===== src/rtl/jk_ctrl_pkg.sv =====
// rtl/jk_ctrl_pkg.sv - shared JK op codes, FSM state encoding and JK next-state helper
//
// Contents:
//   OP_HOLD/OP_RST/OP_SET/OP_TGL  {J,K} command encodings
//   state_t                       ST_IDLE / ST_APPLY
//   jk_next()                     next flop value for a given {J,K}

package jk_ctrl_pkg;

    localparam logic [1:0] OP_HOLD = 2'b00;
    localparam logic [1:0] OP_RST  = 2'b01;
    localparam logic [1:0] OP_SET  = 2'b10;
    localparam logic [1:0] OP_TGL  = 2'b11;

    typedef enum logic {
        ST_IDLE  = 1'b0,
        ST_APPLY = 1'b1
    } state_t;

    function automatic logic jk_next(input logic q, input logic [1:0] jk);
        logic v;
        case (jk)
            OP_RST:  v = 1'b0;
            OP_SET:  v = 1'b1;
            OP_TGL:  v = ~q;
            default: v = q;
        endcase
        return v;
    endfunction

endpackage


===== src/rtl/jk_cell.sv =====
// rtl/jk_cell.sv - single JK flip-flop with synchronous active-high reset
//
// Ports:
//   clk  in   clock
//   rst  in   synchronous reset, active-high (q <= 0)
//   i_j  in   J input
//   i_k  in   K input
//   o_q  out  flop state

module jk_cell
    import jk_ctrl_pkg::*;
(
    input  logic clk,
    input  logic rst,
    input  logic i_j,
    input  logic i_k,
    output logic o_q
);

    logic r_q;

    always_ff @(posedge clk) begin
        if (rst) begin
            r_q <= 1'b0;
        end else begin
            r_q <= jk_next(r_q, {i_j, i_k});
        end
    end

    assign o_q = r_q;

endmodule


===== src/rtl/jk_bank_arbiter.sv =====
// rtl/jk_bank_arbiter.sv - round-robin arbitration of single-flop commands onto a shared JK flop bank
//
// Ports:
//   clk          in   clock, all state on posedge
//   rst          in   synchronous reset, active-high
//   i_req_valid  in   [NUM_REQ]        per-requester command valid
//   i_req_op     in   [2*NUM_REQ]      per-requester {J,K}
//   i_req_idx    in   [IDX_W*NUM_REQ]  per-requester target flop index
//   o_req_ready  out  [NUM_REQ]        one-hot accept, combinational, IDLE only
//   o_q          out  [NUM_FF]         flop bank state
//   o_grant_id   out  [RID_W]          id of last accepted requester
//   o_busy       out  high while the FSM is in APPLY
//   o_err        out  sticky, an accepted command addressed idx >= NUM_FF

module jk_bank_arbiter
    import jk_ctrl_pkg::*;
#(
    parameter int NUM_REQ = 4,
    parameter int NUM_FF  = 8,
    parameter int IDX_W   = $clog2(NUM_FF),
    parameter int RID_W   = $clog2(NUM_REQ)
) (
    input  logic                     clk,
    input  logic                     rst,
    input  logic [NUM_REQ-1:0]       i_req_valid,
    input  logic [2*NUM_REQ-1:0]     i_req_op,
    input  logic [IDX_W*NUM_REQ-1:0] i_req_idx,
    output logic [NUM_REQ-1:0]       o_req_ready,
    output logic [NUM_FF-1:0]        o_q,
    output logic [RID_W-1:0]         o_grant_id,
    output logic                     o_busy,
    output logic                     o_err
);

    localparam logic [RID_W:0] REQ_CNT = (RID_W+1)'(NUM_REQ);
    localparam logic [IDX_W:0] FF_CNT  = (IDX_W+1)'(NUM_FF);

    state_t             r_state;
    logic [RID_W-1:0]   r_grant_id;
    // Requester that has highest priority next; kept apart from r_grant_id
    // so that after reset requester 0 wins while grant_id still reads 0.
    logic [RID_W-1:0]   r_rr_ptr;
    logic [1:0]         r_op;
    logic [IDX_W-1:0]   r_idx;
    logic               r_busy;
    logic               r_err;

    logic [NUM_REQ-1:0] w_rot;
    logic               w_found;
    logic [RID_W-1:0]   w_off;
    logic [RID_W:0]     w_sum;
    logic [RID_W:0]     w_sum_wrap;
    logic [RID_W-1:0]   w_winner;
    logic [RID_W-1:0]   w_next_ptr;
    logic               w_accept;
    logic [NUM_REQ-1:0] w_ready;
    logic [1:0]         w_sel_op;
    logic [IDX_W-1:0]   w_sel_idx;
    logic               w_idx_ok;
    logic [NUM_FF-1:0]  w_j;
    logic [NUM_FF-1:0]  w_k;

    // Rotate valids so bit 0 is the requester at r_rr_ptr.
    always_comb begin
        w_rot = '0;
        for (int i = 0; i < NUM_REQ; i++) begin
            int k;
            k = int'(r_rr_ptr) + i;
            if (k >= NUM_REQ) begin
                k = k - NUM_REQ;
            end
            w_rot[i] = i_req_valid[k];
        end
    end

    // Lowest set bit of the rotated vector is the winner's offset.
    always_comb begin
        w_found = 1'b0;
        w_off   = '0;
        for (int i = NUM_REQ - 1; i >= 0; i--) begin
            if (w_rot[i]) begin
                w_found = 1'b1;
                w_off   = RID_W'(i);
            end
        end
    end

    // Rotate the offset back into an absolute requester id.
    assign w_sum      = {1'b0, r_rr_ptr} + {1'b0, w_off};
    assign w_sum_wrap = w_sum - REQ_CNT;
    assign w_winner   = (w_sum >= REQ_CNT) ? w_sum_wrap[RID_W-1:0] : w_sum[RID_W-1:0];
    assign w_next_ptr = (w_winner == RID_W'(NUM_REQ - 1)) ? '0 : w_winner + RID_W'(1);

    assign w_accept = (r_state == ST_IDLE) && !rst && w_found;

    always_comb begin
        w_ready   = '0;
        w_sel_op  = OP_HOLD;
        w_sel_idx = '0;
        for (int i = 0; i < NUM_REQ; i++) begin
            if (w_winner == RID_W'(i)) begin
                w_ready[i] = w_accept;
                w_sel_op   = i_req_op[2*i +: 2];
                w_sel_idx  = i_req_idx[IDX_W*i +: IDX_W];
            end
        end
    end

    // Indices past the bank (only possible when NUM_FF is not a power of 2)
    // address no flop and raise err instead.
    assign w_idx_ok = ({1'b0, r_idx} < FF_CNT);

    always_ff @(posedge clk) begin
        if (rst) begin
            r_state    <= ST_IDLE;
            r_grant_id <= '0;
            r_rr_ptr   <= '0;
            r_op       <= OP_HOLD;
            r_idx      <= '0;
            r_busy     <= 1'b0;
            r_err      <= 1'b0;
        end else begin
            case (r_state)
                ST_IDLE: begin
                    if (w_accept) begin
                        r_op       <= w_sel_op;
                        r_idx      <= w_sel_idx;
                        r_grant_id <= w_winner;
                        r_rr_ptr   <= w_next_ptr;
                        r_busy     <= 1'b1;
                        r_state    <= ST_APPLY;
                    end
                end
                ST_APPLY: begin
                    if (!w_idx_ok) begin
                        r_err <= 1'b1;
                    end
                    r_busy  <= 1'b0;
                    r_state <= ST_IDLE;
                end
                default: begin
                    r_busy  <= 1'b0;
                    r_state <= ST_IDLE;
                end
            endcase
        end
    end

    // Only the addressed flop sees the command; everything else holds.
    always_comb begin
        w_j = '0;
        w_k = '0;
        if (r_state == ST_APPLY) begin
            for (int i = 0; i < NUM_FF; i++) begin
                if (r_idx == IDX_W'(i)) begin
                    w_j[i] = r_op[1];
                    w_k[i] = r_op[0];
                end
            end
        end
    end

    for (genvar g = 0; g < NUM_FF; g++) begin : g_cell
        jk_cell u_cell (
            .clk (clk),
            .rst (rst),
            .i_j (w_j[g]),
            .i_k (w_k[g]),
            .o_q (o_q[g])
        );
    end

    assign o_req_ready = w_ready;
    assign o_grant_id  = r_grant_id;
    assign o_busy      = r_busy;
    assign o_err       = r_err;

endmodule


===== config.mk =====
export PLATFORM = sky130hd
export DESIGN_NAME = jk_bank_arbiter
export DESIGN_NICKNAME = d
export VERILOG_FILES = /design/src/rtl/jk_ctrl_pkg.sv /design/src/rtl/jk_cell.sv /design/src/rtl/jk_bank_arbiter.sv
export SDC_FILE = /design/constraint.sdc
export NUM_CORES = 1
export LEC_CHECK = 0
export CAP_MARGIN = 20
export CORE_MARGIN = 1
export CORE_UTILIZATION = 46
export DETAILED_ROUTE_END_ITERATION = 8
export HOLD_SLACK_MARGIN = 0.15
export PLACE_DENSITY = 0.89
export SYNTH_ARGS = -nofsm -noshare
export SYNTH_HDL_FRONTEND = slang
export SYNTH_HIERARCHICAL = 1
export SYNTH_SLANG_ARGS = --single-unit

===== constraint.sdc =====
create_clock -name clk -period 2.9 [get_ports clk]
set_input_delay 0.435 -clock clk [delete_from_list [all_inputs] [get_ports clk]]
set_output_delay 0.435 -clock clk [all_outputs]
set_load 0.01 [all_outputs]

==> metrics.txt, run 1 <==
most frequent cells in the layout clkdlybuf4s50_1 (32), buf_4 (19), dfxtp_1 (18), nor2_1 (16), a21oi_1 (15); critical path endpoint category output port; synthesized area per cell 8.32 um^2; Pint 0.000993 W; Nets 250; Worst Skew 0.00437 ns; Ys Warns 6; number of routed nets with antenna violations 0; critical path, cell by cell or4_4, o211ai_1, ha_2, xnor2_2, xnor2_2, buf_4, inv_4, ha_4, and2_1, buf_2; clock sinks 19; Peak VDD IR 0.000935 V; dpl hpwl 2350 um; grt total ovfl 0; final hold violations 0; switching part of the total 0.426; H-Tree Depth 1; Clk pwr share 0.081; worst-path cell with the longest stage delay or4_4; Max Root-Sink Buffers 2; Routed WL 3250 um; Avg WL per Cell 13.1 um; vias in the first global route 1347; Die H approximately 56 um; Port Buffers 40; synthesized netlist cell count 164; Clock transition at path regs 0.11 ns; TNS Setup 0 ns; fin util 0.703; largest net degree at the start of global routing 14; Yosys reg bits 19; reg2reg setup slack 0.18 ns; initial core utilization 0.491; Power Density 885 nW/um^2; combinational power share 0.677; switching pwr 0.000736 W; synth top area cells dfxtp_1 (28%), nand2b_4 (8.1%), nand2b_1 (6.0%); clk_lat worst skew 0.30 ns; Row Count 19; CP Buf/Inv Count 3; commonest non-fill, non-tap cell in the layout clkdlybuf4s50_1; Top Family by Delay on Critical Path simple AND/OR/NAND/NOR gates; Critical R2R Launch r_rr_ptr[0]; detailed router's first-iteration violation count 40; worst path required time approximately 2.5 ns; DR vias/cell 5.48; most frequent CP cell xnor2_2; max_cap viols 0; Crit Path Max Fanout 5; post-synthesis sequential area ratio 0.279; Hold WC Path Type reg2reg; initial antenna violation count 0; GR Util All Layers 0.223; vias 1365; Crit Path Category reg2out; # diodes 0; root buf cell clkbuf_4; Detailed Routing Iterations Pass 1 4; final setup fails 0; Post-route DRC 0; syn nets 195; CP max stage delay 0.50 ns; placer's final routability congestion estimate 0.866; sequential fraction of design power 0.242; die area 3190 um^2; Num CTS Buffers 3; Critical path origin r_rr_ptr[0]; Fmax 353 MHz; Die W 56.5 um; fin crit period 2.83 ns; first-pass GRT wire length a little under 6000 um; CP Launch Type flop; RSZ-0062 raised after global routing yes; layout cells sized above 1 0.294; status finished clean; Hold Crit Start o_busy; Netlist Area Pre-Place 1370 um^2; CP arrival 2.39 ns; Yosys top cell area share 0.279; Area growth syn-to-layout 43.2%; CTS tree built; Final Max Tran Viols 0; largest area contributor in the netlist dfxtp_1; Leak Pwr 0.728 nW; Core Footprint about 2800 um^2; io pins 42; Cell variety after synth 38; fin crit share 0.976
what timing repair did:
item | 4_1_cts | 5_1_grt
buffers inserted | 4 | 0
setup endpoints to repair | 9 | 9
gates cloned | 0 | 0
hold buffers | 0 | 0
resized for setup | 27 | 15
pin swaps | 4 | 6
worst min-delay path: stages, from the launching register on:
cell and delay, ns:
dfxtp_1 0.33, inv_1 0.05, a211oi_1 0.06
worst paths after layout:
path                    end  depth (start not counted)
min reg2reg          o_busy                          2
max          o_req_ready[2]                         10
max reg2reg         r_op[1]                         12
min                  o_busy                          2
synthesized netlist by cell type:
cell type / instances
nand2b_4: 8
nand3b_1: 2
ha_1: 5
or3_4: 1
a32oi_2: 1
conb_1: 1
o211ai_1: 2
o21ai_0: 3
dfxtp_1: 19
nand2_1: 9
or4_1: 2
nand2b_2: 1
a221oi_1: 4
a21oi_2: 8
o311a_1: 1
inv_2: 1
a211oi_1: 1
o21ai_1: 2
clkbuf_4: 1
o32ai_1: 1
o32ai_2: 1
clkbuf_1: 4
nor2_1: 16
nor2b_1: 3
and2_1: 4
a21oi_1: 15
a311oi_1: 1
nor3_1: 8
a211o_1: 3
xnor2_1: 1
o21ai_2: 1
nor4_4: 1
buf_6: 3
nand2b_1: 13
buf_4: 1
inv_1: 10
nand3_1: 5
xnor2_2: 1
flip-flops by register name, indices dropped and copies added, names as in the netlist:
register / count
r_state: 1
r_idx: 3
o_busy: 1
r_rr_ptr: 2
r_op: 2
o_grant_id: 2
g_cell.u_cell/o_q: 8
area by class of cell:
cell class              count  area [um^2]
multi-input cells         125          943
repair buffers             59          518
fillers                   216          827
flip-flops and latches     19          384
inverters                  11         43.8
clock buffers               4         26.3
well taps                  31         38.8
per-layer routing:
metal  GRT usage  wire [um]
met1       0.284       1430
met2       0.388       1660
met3      0.0323        126
met4      0.0592         34
met5           0          0
logic make-up (layout without fill, tap and decap cells):
logic type               after synthesis  in the layout  share of synthesized area
AND/OR/NAND/NOR                       73             73                      0.341
AO/OA/AOI/OAI                         44             44                      0.236
buffers and inverters                 20             74                     0.0770
flip-flops                            19             19                      0.279
adder cells (fa/ha/maj)                5              5                     0.0458
XOR/XNOR                               2              2                     0.0183
other                                  1              1                    0.00275
power by group through the flow:
stage,logic (W),clock network (W),registers [W]
after floorplan,0.000656,0,0.000393
after global placement,0.000961,0,0.000417
after detailed placement,0.000978,0,0.000420
after CTS,0.00106,0.000137,0.000414
after global routing,0.00129,0.000149,0.000432
final,0.00117,0.000140,0.000419
through the flow:
stage / setup slack, ns / instance area (um^2) / cells / hold WS (ns) / power, W
4_1_cts: 0.0188 / 1910 / 249 / 0.478 / 0.00161
6_report: 0.0704 / 1950 / 249 / 0.474 / 0.00173
3_3_place_gp: -0.489 / 1850 / 241 / 0.448 / 0.00138
2_1_floorplan: 0.165 / 1370 / 164 / 0.468 / 0.00105
5_1_grt: -0.0411 / 1950 / 249 / 0.497 / 0.00187
3_5_place_dp: -0.580 / 1850 / 241 / 0.462 / 0.00140
Note: power is estimated with default switching activity, not from simulation.
==> inputs of run 2 (changes only) <==
--- a/config.mk
+++ b/config.mk
@@ -8,8 +8,8 @@
 export CAP_MARGIN = 20
 export CORE_MARGIN = 1
-export CORE_UTILIZATION = 46
+export CORE_UTILIZATION = 42
 export DETAILED_ROUTE_END_ITERATION = 8
 export HOLD_SLACK_MARGIN = 0.15
-export PLACE_DENSITY = 0.89
+export PLACE_DENSITY = 0.72
 export SYNTH_ARGS = -nofsm -noshare
 export SYNTH_HDL_FRONTEND = slang
==> constraint.sdc (replaced) <==
create_clock -name clk -period 2.3 [get_ports clk]
set_input_delay 0.345 -clock clk [delete_from_list [all_inputs] [get_ports clk]]
set_output_delay 0.345 -clock clk [all_outputs]
set_load 0.005 [all_outputs]
==> run 2 against run 1 <==
Compared with the run above:
- the run now ends with setup timing left
- power rose by 51%
- sequential power rose by 26%
- sequential cell count did not move
- critical path type is now reg2reg
- clock skew rose by 0.0016 ns
- global-route usage rose by 1.5 points
- wire length rose by 18%
==> metrics.txt, run 2 (synthesis results as in run 1) <==
Largest register FFs 8 (unchanged); commonest non-fill, non-tap cell in the layout clkdlybuf4s50_1; Finished Cell Area 2130 um^2 (+9.2%); Setup WS post-layout -0.351 ns (-0.422 ns); die area 3480 um^2 (+9.2%); root buf cell clkbuf_4; worst path required time 2.50 ns (+0.03 ns); detailed router's first-iteration violation count 69 (+73%); CTS tree built; Critical R2R Launch r_rr_ptr[0]; critical path endpoint category flop; # diodes 0 (unchanged); FF-to-FF path depth 14 (+2); Nets 261 (+4.4%); fin util 0.693 (-0.00957); final hold violations 0 (unchanged); io pins 42 (unchanged); Worst setup endpoint r_op[0]; Row Count 20 (+1); Placed Area 1970 um^2 (+6.1%); Crit Path Max Fanout 6 (+1); number of routed nets with antenna violations 0 (unchanged); fin crit share 1.15; Post-route DRC 0 (unchanged); H-Tree Depth 1 (unchanged); FF-to-FF End r_op[0]; Final Max Tran Viols 0 (unchanged); TNS Setup -2.82 ns (-2.82 ns); largest net degree at the start of global routing 14 (unchanged); dpl hpwl 2710 um (+15%); RSZ-0062 raised after global routing yes; Worst Skew 0.00594 ns (+0.00157 ns); Detailed Routing Iterations Pass 1 4 (unchanged); max_cap viols 0 (unchanged); final setup fails 10 (+10); Avg WL per Cell 14.1 um (+7.7%); Crit Path Category reg2reg; most frequent cells in the layout clkdlybuf4s50_1 (32), buf_4 (22), dfxtp_1 (18), nor2_1 (16), nand2b_1 (13); Power Density 1230 nW/um^2 (+39%); register area 384 um^2 (unchanged); Peak VDD IR 0.000503 V (-46%); Leak Pwr 0.808 nW (+11%); fin crit period 2.65 ns; CP arrival 2.85 ns (+0.46 ns); Core Footprint 3080 um^2 (+11%); Area growth syn-to-layout 56.3%; Die W 59.0 um (+4.5%); hold_buf cts 0 (unchanged); Routed WL 3840 um (+18%); vias in the first global route 1412 (+4.8%); status complete, but fails checks; initial antenna violation count 0 (unchanged); Die H 59.0 um (+4.5%); DR vias/cell 5.18 (-5.6%); clk_lat worst skew 0.30 ns (about the same); initial core utilization 0.443 (-0.0473); placer's final routability congestion estimate 0.858 (-0.96%); layout cells sized above 1 0.384 (+0.0907); grt total ovfl 0 (unchanged); Num CTS Buffers 3 (unchanged); clock sinks 19 (unchanged); Fmax 377 MHz; Clock transition at path regs 0.10 ns (about the same); CP Launch Type flop; GR Util All Layers 0.238 (+0.0151); failing checks setup timing; area taken by multi-input logic gates 995 um^2 (+5.4%); Hold WC Path Type reg2reg; Fillers 258 (+19%); reg2reg setup slack -0.35 ns (-0.53 ns); first-pass GRT wire length 6270 um (+8.5%); Port Buffers 40 (unchanged); vias 1413 (+3.5%); Critical path origin r_rr_ptr[0]; Max Root-Sink Buffers 2 (unchanged)
[run 2: critical path, cell delays in order (launching register included)]
cell	delay (ns)
dfxtp_4	0.39
or4_1	0.40
o211ai_1	0.11
ha_2	0.22
xnor2_2	0.08
xnor2_2	0.14
buf_4	0.15
buf_6	0.11
ha_4	0.15
buf_6	0.11
nor2b_4	0.14
a221oi_2	0.23
nor3_1	0.08
a21oi_1	0.16
o21ai_1	0.08
[run 2: worst min-delay path by stage]
stage | from | end | slack (ns) | cells after the start
final | o_grant_id[1] | o_grant_id[1] | 0.48 | 2
after global routing | o_busy | o_busy | 0.50 | 2
after CTS | o_busy | o_busy | 0.48 | 2
after detailed placement | o_busy | o_busy | 0.46 | 2
after global placement | o_busy | o_busy | 0.46 | 2
after floorplan | rst | r_rr_ptr[0] | 0.41 | 1
[run 2: per-stage QoR]
step | worst slack [ns] | power (W) | hold slack (ns) | cells
floorplan | -0.217 | 0.00150 | 0.407 | 164
global placement | -0.867 | 0.00191 | 0.458 | 261
detailed placement | -0.954 | 0.00198 | 0.457 | 261
CTS | -0.337 | 0.00247 | 0.476 | 272
global route | -0.464 | 0.00280 | 0.498 | 273
finish | -0.351 | 0.00262 | 0.477 | 273
[run 2: power breakdown]
| group | switching [W] | internal, W |
|---|---|---|
| Sequential | 0.000108 | 0.000419 |
| Combinational | 0.000863 | 0.00105 |
| Clock | 0.000107 | 0.0000649 |
[run 2: cell type report]
cell class	instances	area share
multi-input cells	125	0.466
repair buffers	70	0.294
flip-flops and latches	19	0.180
well taps	44	0.0258
inverters	11	0.0205
clock buffers	3	0.0106
clock inverters	1	0.00235
[run 2: repair_timing]
action                                  in CTS  in global routing
endpoints found under the setup margin      10                 10
pin swaps                                   13                 11
buffers inserted                             6                  2
gates resized for setup                     45                 10
gates cloned                                 1                  0
[run 2: metal layers]
layer | vias up | global-route usage | wire length (um)
li1 | 700 | - | -
met1 | 655 | 0.274 | 1580
met2 | 50 | 0.448 | 2020
met3 | 8 | 0.0240 | 158
met4 | 0 | 0.0884 | 76
met5 | - | 0 | 0
==> inputs of run 3 (changes only) <==
HOLD_SLACK_MARGIN = 0.12   (was 0.15)
==> results of run 3 <==
Same layout as run 2: the final DEF is identical, and so are final timing and power.
